===== src/rtl/ioctl_download_tx.sv =====
// ROM download source: paces FIFO-buffered upstream bytes onto the ioctl bus, one write per ioctl_ack.
// Optional running byte checksum is built only when IOCTL_TX_CHECKSUM_EN is defined; otherwise checksum is 0.
module ioctl_download_tx #(
  parameter int FIFO_AW      = 2,
  parameter int ADDR_W       = 25,
  parameter int SETUP_CYCLES = 4,
  parameter int TIMEOUT      = 65535
) (
  input  logic              clk_sys,
  input  logic              reset_n,
  input  logic              dl_start,
  input  logic [ADDR_W-1:0] dl_base,
  input  logic              s_valid,
  input  logic [7:0]        s_data,
  input  logic              s_last,
  output logic              s_ready,
  output logic              ioctl_downl,
  output logic              ioctl_wr,
  output logic [ADDR_W-1:0] ioctl_addr,
  output logic [7:0]        ioctl_dout,
  input  logic              ioctl_ack,
  output logic              busy,
  output logic              done,
  output logic              timeout_err,
  output logic [ADDR_W-1:0] byte_count,
  output logic [15:0]       checksum
);

  localparam int DEPTH = 1 << FIFO_AW;
  localparam int TW    = $clog2(TIMEOUT + 1);
  localparam int SW    = $clog2(SETUP_CYCLES + 1);

  typedef enum logic [2:0] {
    S_IDLE, S_SETUP, S_FETCH, S_WRITE, S_GAP, S_FINISH
  } state_t;

  state_t r_state, w_next;

  logic [8:0]         r_mem [DEPTH];
  logic [FIFO_AW-1:0] r_wptr, r_rptr;
  logic [FIFO_AW:0]   r_cnt;

  logic [ADDR_W-1:0]  r_addr, r_byte_count;
  logic [7:0]         r_dout;
  logic               r_cur_last, r_last_seen, r_timeout_err;
  logic [SW-1:0]      r_setup_cnt;
  logic [TW-1:0]      r_wait_cnt;

  logic w_empty, w_full, w_push, w_pop, w_start, w_flush, w_ack_ok, w_timeout;
  logic [8:0] w_rd;

  assign w_empty  = (r_cnt == '0);
  assign w_full   = (r_cnt == (FIFO_AW+1)'(DEPTH));
  assign w_push   = s_valid & s_ready;
  assign w_pop    = (r_state == S_FETCH) & ~w_empty;
  assign w_start  = (r_state == S_IDLE) & dl_start;
  assign w_rd     = r_mem[r_rptr];
  // The first WRITE cycle has r_wait_cnt == 0, so an ack there is ignored.
  assign w_ack_ok  = (r_state == S_WRITE) & ioctl_ack & (r_wait_cnt != '0);
  assign w_timeout = (r_state == S_WRITE) & ~w_ack_ok & (r_wait_cnt == TW'(TIMEOUT - 1));
  assign w_flush   = w_timeout | w_start;

  always_ff @(posedge clk_sys) begin
    if (w_push) r_mem[r_wptr] <= {s_last, s_data};
  end

  always_ff @(posedge clk_sys) begin
    if (!reset_n || w_flush) begin
      r_wptr <= '0;
      r_rptr <= '0;
      r_cnt  <= '0;
    end else begin
      if (w_push) r_wptr <= r_wptr + 1'b1;
      if (w_pop)  r_rptr <= r_rptr + 1'b1;
      case ({w_push, w_pop})
        2'b10:   r_cnt <= r_cnt + 1'b1;
        2'b01:   r_cnt <= r_cnt - 1'b1;
        default: r_cnt <= r_cnt;
      endcase
    end
  end

  always_ff @(posedge clk_sys) begin
    if (!reset_n) r_state <= S_IDLE;
    else          r_state <= w_next;
  end

  always_comb begin
    w_next = r_state;
    case (r_state)
      S_IDLE:   if (dl_start) w_next = S_SETUP;
      S_SETUP:  if (r_setup_cnt == SW'(SETUP_CYCLES - 1)) w_next = S_FETCH;
      S_FETCH: begin
        if (!w_empty)                       w_next = S_WRITE;
        else if (r_last_seen && r_cur_last) w_next = S_FINISH;
      end
      S_WRITE: begin
        if (w_ack_ok)       w_next = S_GAP;
        else if (w_timeout) w_next = S_FINISH;
      end
      S_GAP:    w_next = r_cur_last ? S_FINISH : S_FETCH;
      S_FINISH: w_next = S_IDLE;
      default:  w_next = S_IDLE;
    endcase
  end

  always_comb begin
    ioctl_downl = 1'b0;
    ioctl_wr    = 1'b0;
    busy        = (r_state != S_IDLE);
    done        = (r_state == S_FINISH) & ~r_timeout_err;
    case (r_state)
      S_SETUP, S_FETCH, S_GAP: ioctl_downl = 1'b1;
      S_WRITE: begin
        ioctl_downl = 1'b1;
        ioctl_wr    = 1'b1;
      end
      default: ioctl_downl = 1'b0;
    endcase
    s_ready = ioctl_downl & ~w_full & ~r_last_seen;
  end

  always_ff @(posedge clk_sys) begin
    if (!reset_n) begin
      r_addr        <= '0;
      r_dout        <= '0;
      r_byte_count  <= '0;
      r_cur_last    <= 1'b0;
      r_last_seen   <= 1'b0;
      r_timeout_err <= 1'b0;
      r_setup_cnt   <= '0;
      r_wait_cnt    <= '0;
    end else begin
      if (w_start) begin
        r_addr        <= dl_base;
        r_byte_count  <= '0;
        r_timeout_err <= 1'b0;
        r_last_seen   <= 1'b0;
        r_cur_last    <= 1'b0;
        r_setup_cnt   <= '0;
      end
      if (r_state == S_SETUP) r_setup_cnt <= r_setup_cnt + 1'b1;
      if (w_push && s_last)   r_last_seen <= 1'b1;
      if (w_pop) begin
        r_dout     <= w_rd[7:0];
        r_cur_last <= w_rd[8];
      end
      r_wait_cnt <= (r_state == S_WRITE) ? r_wait_cnt + 1'b1 : '0;
      if (w_ack_ok) begin
        r_addr       <= r_addr + 1'b1;
        r_byte_count <= r_byte_count + 1'b1;
      end
      if (w_timeout) r_timeout_err <= 1'b1;
    end
  end

`ifdef IOCTL_TX_CHECKSUM_EN
  logic [15:0] r_checksum;
  always_ff @(posedge clk_sys) begin
    if (!reset_n || w_start) r_checksum <= '0;
    else if (w_ack_ok)       r_checksum <= r_checksum + {8'h00, r_dout};
  end
  assign checksum = r_checksum;
`else
  assign checksum = 16'h0000;
`endif

  assign ioctl_addr  = r_addr;
  assign ioctl_dout  = r_dout;
  assign byte_count  = r_byte_count;
  assign timeout_err = r_timeout_err;

endmodule


===== config.mk =====
export PLATFORM = sky130hd
export DESIGN_NAME = ioctl_download_tx
export DESIGN_NICKNAME = d
export VERILOG_FILES = /design/src/rtl/ioctl_download_tx.sv
export SDC_FILE = /design/constraint.sdc
export NUM_CORES = 1
export LEC_CHECK = 0
export ABC_AREA = 1
export BUFFER_PORTS_ARGS = -buffer_cell sky130_fd_sc_hd__buf_2
export CORE_UTILIZATION = 50
export DETAILED_ROUTE_END_ITERATION = 12
export GPL_TIMING_DRIVEN = 1
export PLACE_DENSITY_LB_ADDON = 0.3
export SLEW_MARGIN = 15
export SYNTH_ARGS = -nofsm -noshare
export SYNTH_HDL_FRONTEND = slang
export SYNTH_SLANG_ARGS = --single-unit

===== constraint.sdc =====
create_clock -name clk_sys -period 2.5 [get_ports clk_sys]
set_input_delay 0.375 -clock clk_sys [delete_from_list [all_inputs] [get_ports clk_sys]]
set_output_delay 0.375 -clock clk_sys [all_outputs]
set_load 0.02 [all_outputs]

Yosys cells after proc, flatten, opt, wreduce, memory -nomap -nowiden

Memories as Yosys holds them, arrays and structs flattened. A register that Yosys moved wholly into a read port is not among the register bits.
Index checks and enable logic that the tools add are counted.

Equality and inequality tests: 14
Reductions and logical operators: 17
Mux-type cells: 25
$add $sub $neg: 8
Bitwise logic cells: 16

Operator list:

| cell                  | count |
|---|---|
| $mux 25               | 4 |
| $add 25x1->25 const B | 2 |
| $mux 3                | 9 |
| $add 16x1->16 const B | 1 |
| $eq 16x16->1 const B  | 1 |
| $reduce_bool 16->1    | 1 |
| $pmux 3 s5            | 1 |
| $reduce_bool 2->1     | 6 |
| $and 1x1->1           | 10 |
| $eq 3x2->1 const B    | 3 |
| $eq 3x3->1 const B    | 3 |
| $mux 1                | 8 |
| $add 3x1->3 const B   | 2 |
| $logic_not 3->1       | 2 |
| $pmux 3 s2            | 1 |
| $not 1->1             | 5 |
| $add 2x1->2 const B   | 2 |
| $mux 2                | 2 |
| $ne 2x2->1 const B    | 2 |
| $reduce_and 4->1      | 1 |
| $reduce_or 4->1       | 1 |
| $eq 3x1->1 const B    | 1 |
| $ne 3x2->1 const B    | 1 |
| $ne 3x3->1 const B    | 1 |
| 9 further kinds       | 10 |

Memory bits (writable): 36
Register bits after elaboration: 90
Memories: 1

Memories:

| name  | depth | width | read ports | clocked after memory_dff | wr ports | line | text |
|---|---|---|---|---|---|---|---|
| r_mem | 4     | 9     | 1          | 1                        | 1        | 39   | `logic [8:0] r_mem [DEPTH];` |

Longest topological paths before layout

Word-level depth: 9
Mapped depth: 14
Depth with buffers taken out: 14

Worst setup path after synthesis

Ideal clock, no wire load.

Kind: register to register
Start point: register r_state[0]
End point: register r_cnt[2]
Stages on the path, launching flop included: 15
Arrival time: 2.233 ns
Setup slack: 0.202 ns
Data required time: 2.435 ns
Path through: dfxtp_1 -> inv_1 -> nor2_1 -> nand2_1 -> nand3_1 -> nand2_1 -> inv_1 -> nand2_2 -> ha_1 -> inv_1 -> fa_1 -> a21oi_1 -> o21ai_0 -> xor2_1 -> nor2_1

Word-level cells in the longest chain between the ends: 8

RTL lines:

| item                                                   | line | text |
|---|---|---|
| start, declared                                        | 37   | `state_t r_state, w_next;` |
| start signal, assigned                                 | 85   | `else r_state <= w_next;` |
| $eq 3x2->1 (tied with other cells)                     | 112  | `case (r_state)` |
| $reduce_or 4->1 (no source line) *                     | --   |  |
| $mux 1 *                                               | 112  |  |
| net ioctl_downl                                        | 17   | `output logic ioctl_downl,` |
| $and 1x1->1 * (2 in series)                            | 120  | `s_ready = ioctl_downl & ~w_full & ~r_last_seen;` |
| net s_ready                                            | 16   | `output logic s_ready,` |
| $and 1x1->1 *                                          | 54   | `assign w_push = s_valid & s_ready;` |
| $eq 2x1->1 / $eq 2x2->1 (equally long branches)        | 75   | `case ({w_push, w_pop})` |
| $pmux 3 s2 / $reduce_bool 2->1 (equally long branches) | --   |  |
| end signal, assigned                                   | 76   | `2'b10: r_cnt <= r_cnt + 1'b1;` |
| end signal, assigned                                   | 77   | `2'b01: r_cnt <= r_cnt - 1'b1;` |
| end signal, assigned                                   | 78   | `default: r_cnt <= r_cnt;` |
| end, declared                                          | 41   | `logic [FIFO_AW:0] r_cnt;` |

Mark *: on every way through the listed nets, which the timed path passes. The rest lies on a longest branch.
A chain may end at the register's enable or synchronous reset.

Worst setup path in the final report

Start point: register r_state[0]
End point: register r_cnt[2]

Word-level cells in the longest chain between the ends: 8

RTL lines:

| item                                                                   | line |
|---|---|
| $eq 3x2->1 (tied with other cells)                                     | 55, 112 |
| $reduce_or 4->1 (no source line) / $and 1x1->1 (equally long branches) | -- |
| $mux 1 / $and 1x1->1 (equally long branches)                           | 112, 59 |
| $and 1x1->1 / $not 1->1 (equally long branches)                        | 120, 60 |
| $and 1x1->1 (on tied branches)                                         | 120, 60 |
| $and 1x1->1 (on tied branches)                                         | 54, 60 |
| $eq 2x1->1 (tied with other cells)                                     | 75 |
| $pmux 3 s2 (tied with other cells)                                     | 75 |

Several ways; a longest one is shown, not always the timed one.

==> impl_metrics.json <==
{
  "die_h_um": 118,
  "place.gp.congestion": 0.888,
  "worstReg2RegStart": "r_state[0]",
  "r2r-end": "r_cnt[2]",
  "top_usage_layer": "met2",
  "antenna_found_initial": 0,
  "cts-resized-gates": 0,
  "crit_fanout": 8,
  "design_area_mm2": 0.00796,
  "clock_tree.buffer_depth": 2,
  "crit_type": "reg2reg",
  "via_per_inst": 5.06,
  "core_mm2": 0.0132,
  "finClkSkew_ns": 0.00807,
  "clk_pin_slew_ns": 0.06,
  "clock-sinks": 128,
  "portBuffers": 102,
  "crit_start": "r_state[0]",
  "ctsHoldBuffers": 0,
  "vdd_drop_max_mv": 0.495,
  "drt_wl_total_mm": 16.0,
  "max_freq_ghz": 0.459,
  "ys_types": 45,
  "grt_first_pass_wirelength_mm": 27.2,
  "postCtsSetupBuffers": 0,
  "grt_usage_pct": 24.2,
  "final_cell_mix": "nand2_1 (230), nor2_1 (162), buf_2 (102)",
  "tns_ns": 0,
  "drtIter0Drc": 447,
  "synth.largest_area_cell": "dfxtp_1",
  "slowest_delay_ns": 0.38,
  "die_w_um": 118,
  "period_share_pct": 87.1,
  "io_pins": 119,
  "cp_common_cell": "inv_1",
  "hold_ws_ns": 0.163,
  "grt_use_met3_pct": 5.60,
  "hold_path_class": "in2reg",
  "antenna_cells": 0,
  "start_util_pct": 51.2,
  "crit_chain": "inv_1 -> nor2_1 -> nand2_2 -> nand3_1 -> nand2_1 -> inv_1 -> nand2_2 -> ha_1 -> inv_1 -> fa_1 -> a21oi_1 -> o21ai_0 -> xor2_1 -> nor2_1",
  "max_cap_viol_count": 0,
  "grt_pass1_vias": 5859,
  "met2_usage_pct": 41.4,
  "synth_cells": 948,
  "place_area_mm2": 0.00739,
  "synthTopCellsByArea": "dfxtp_1 (27%), edfxtp_1 (16%), nand2_1 (13%)",
  "area_growth_pct": 17.4,
  "synth_top_cell_area_share_pct": 27.2,
  "drc_errors": 0,
  "max_slew_margin_pct": 65.2,
  "stdcell_count": 1243,
  "rsz0062_at_grt": "no",
  "htreeDepth": 4,
  "setup_violations": 0,
  "slew_viol_final": 0,
  "overflow": 0,
  "dieArea_mm2": 0.0140,
  "vias": 6284,
  "leakagePower_nw": 3.31,
  "synth_seq_cells": 128,
  "powerDensity_mw_per_mm2": 800,
  "crit_required_ns": 2.82,
  "rows": 42,
  "numCtsBuffers": 17,
  "end_kind": "register",
  "power.total_mw": 6.37,
  "reg2regPathDepth": 14,
  "status": "completed",
  "reg2reg_setup_slack_ns": 0.32,
  "postSynthAreaPerCell_um2": 7.15,
  "fin_nets": 1106,
  "layout-drive-gt1-share_pct": 15.8,
  "final_common_cell": "nand2_1",
  "clk_latency_ns": 0.42,
  "hold_viol": 0,
  "clockRootBuffer": "clkbuf_16",
  "seq_area_frac_synth_pct": 43.1,
  "syn-cell-area_mm2": 0.00678,
  "ant_nets": 0,
  "cts_tree": "built",
  "dp_hpwl_mm": 11.2,
  "cp.arrival_ns": 2.50,
  "dpl.cell_count": 1211,
  "crit_path_start_kind": "register",
  "use_met1_pct": 29.9,
  "worst_pin_slew_ns": 0.521,
  "cp-endpoint": "r_cnt[2]",
  "slowest_stage": "fa_1",
  "grt_max_degree": 37,
  "period_needed_ns": 2.18,
  "wl_per_cell_um": 12.8,
  "drtPass1Iterations": 5,
  "yosys_warnings": 0
}
## per-stage QoR
stage / utilization (%) / worst slack, ns
2_1_floorplan: - / 0.202
3_3_place_gp: 55.8 / 0.328
3_5_place_dp: 55.8 / 0.248
4_1_cts: 60.1 / 0.236
5_1_grt: 60.1 / 0.0300
6_report: 60.1 / 0.322
## area by class of cell
class                   count  area (um2)
fillers                  1283        5280
multi-input cells         694        3270
well taps                 176         220
clock inverters            15         141
repair buffers            116         616
flip-flops and latches    128        2920
clock buffers              17         425
inverters                  97         365
## how the worst min path moves through the flow
| stage | from | end | slack, ns | cells after the start |
|---|---|---|---|---|
| finish | s_data[3] | r_mem[3][3] | 0.16 | 1 |
| global placement | r_wait_cnt[0] | r_wait_cnt[0] | 0.43 | 1 |
| CTS | s_data[0] | r_mem[3][0] | 0.14 | 1 |
| detailed placement | r_wait_cnt[0] | r_wait_cnt[0] | 0.44 | 1 |
| global route | s_data[6] | r_mem[2][6] | 0.14 | 1 |
| floorplan | r_wait_cnt[0] | r_wait_cnt[0] | 0.42 | 1 |
## cell families (layout without fill, tap and decap cells)
group                      Yosys count  in the layout  synth area share, %
DFF                                128            128                 43.1
other                                1             16               0.0553
AOI/OAI and AO/OA                  134            134                 10.6
adders and majority gates           13             13                 2.51
buffers and inverters              141            245                 9.54
xor gates and xnor gates            13             13                 1.68
and+or+nand+nor                    518            518                 32.5
## state kept, by name, indices dropped and copies added, names as in the netlist, 2 cells and up, named ones only
signal	flops
r_rptr	2
r_setup_cnt	3
r_wptr	2
r_state	3
r_wait_cnt	16
r_cnt	3
byte_count	25
ioctl_addr	25
ioctl_dout	8
r_mem	36
## worst max-delay path, delay by kind of cell (launching register included)
kind / cells / cell delay, ns
simple gates: 6 / 0.58
buf+inv: 3 / 0.23
compound gates: 2 / 0.24
fa+ha+maj: 2 / 0.54
flops: 1 / 0.34
xor+xnor: 1 / 0.15
## per-layer routing
metal	part of all wire [%]	vias to the layer above	wire length, um
li1	-	3263	-
met1	45	2873	7150
met2	49	130	7840
met3	4.7	18	757
met4	1.3	0	210
met5	0	-	0
## power breakdown
part	total, mW	internal (mW)	switching (mW)
Combinational	1.48	0.478	1.00
Sequential	2.52	2.34	0.185
Clock	2.37	1.32	1.05
## Yosys cell counts, drive strengths merged
cell	instances
nand2	236
nor2	167
inv	94
dfxtp	92
nand3	81
o21ai	61
a21oi	52
buf	37
edfxtp	36
ha	12
a31oi	10
nand3b	9
nand4	8
nor3	8
clkbuf	7
xor2	7
xnor2	6
or2	5
clkinv	3
nor4	3
a21o	2
o211ai	2
o22ai	2
o31ai	2
a22oi	1
and2	1
conb	1
fa	1
o21a	1
o21bai	1
Note: power is estimated with default switching activity, not from simulation.
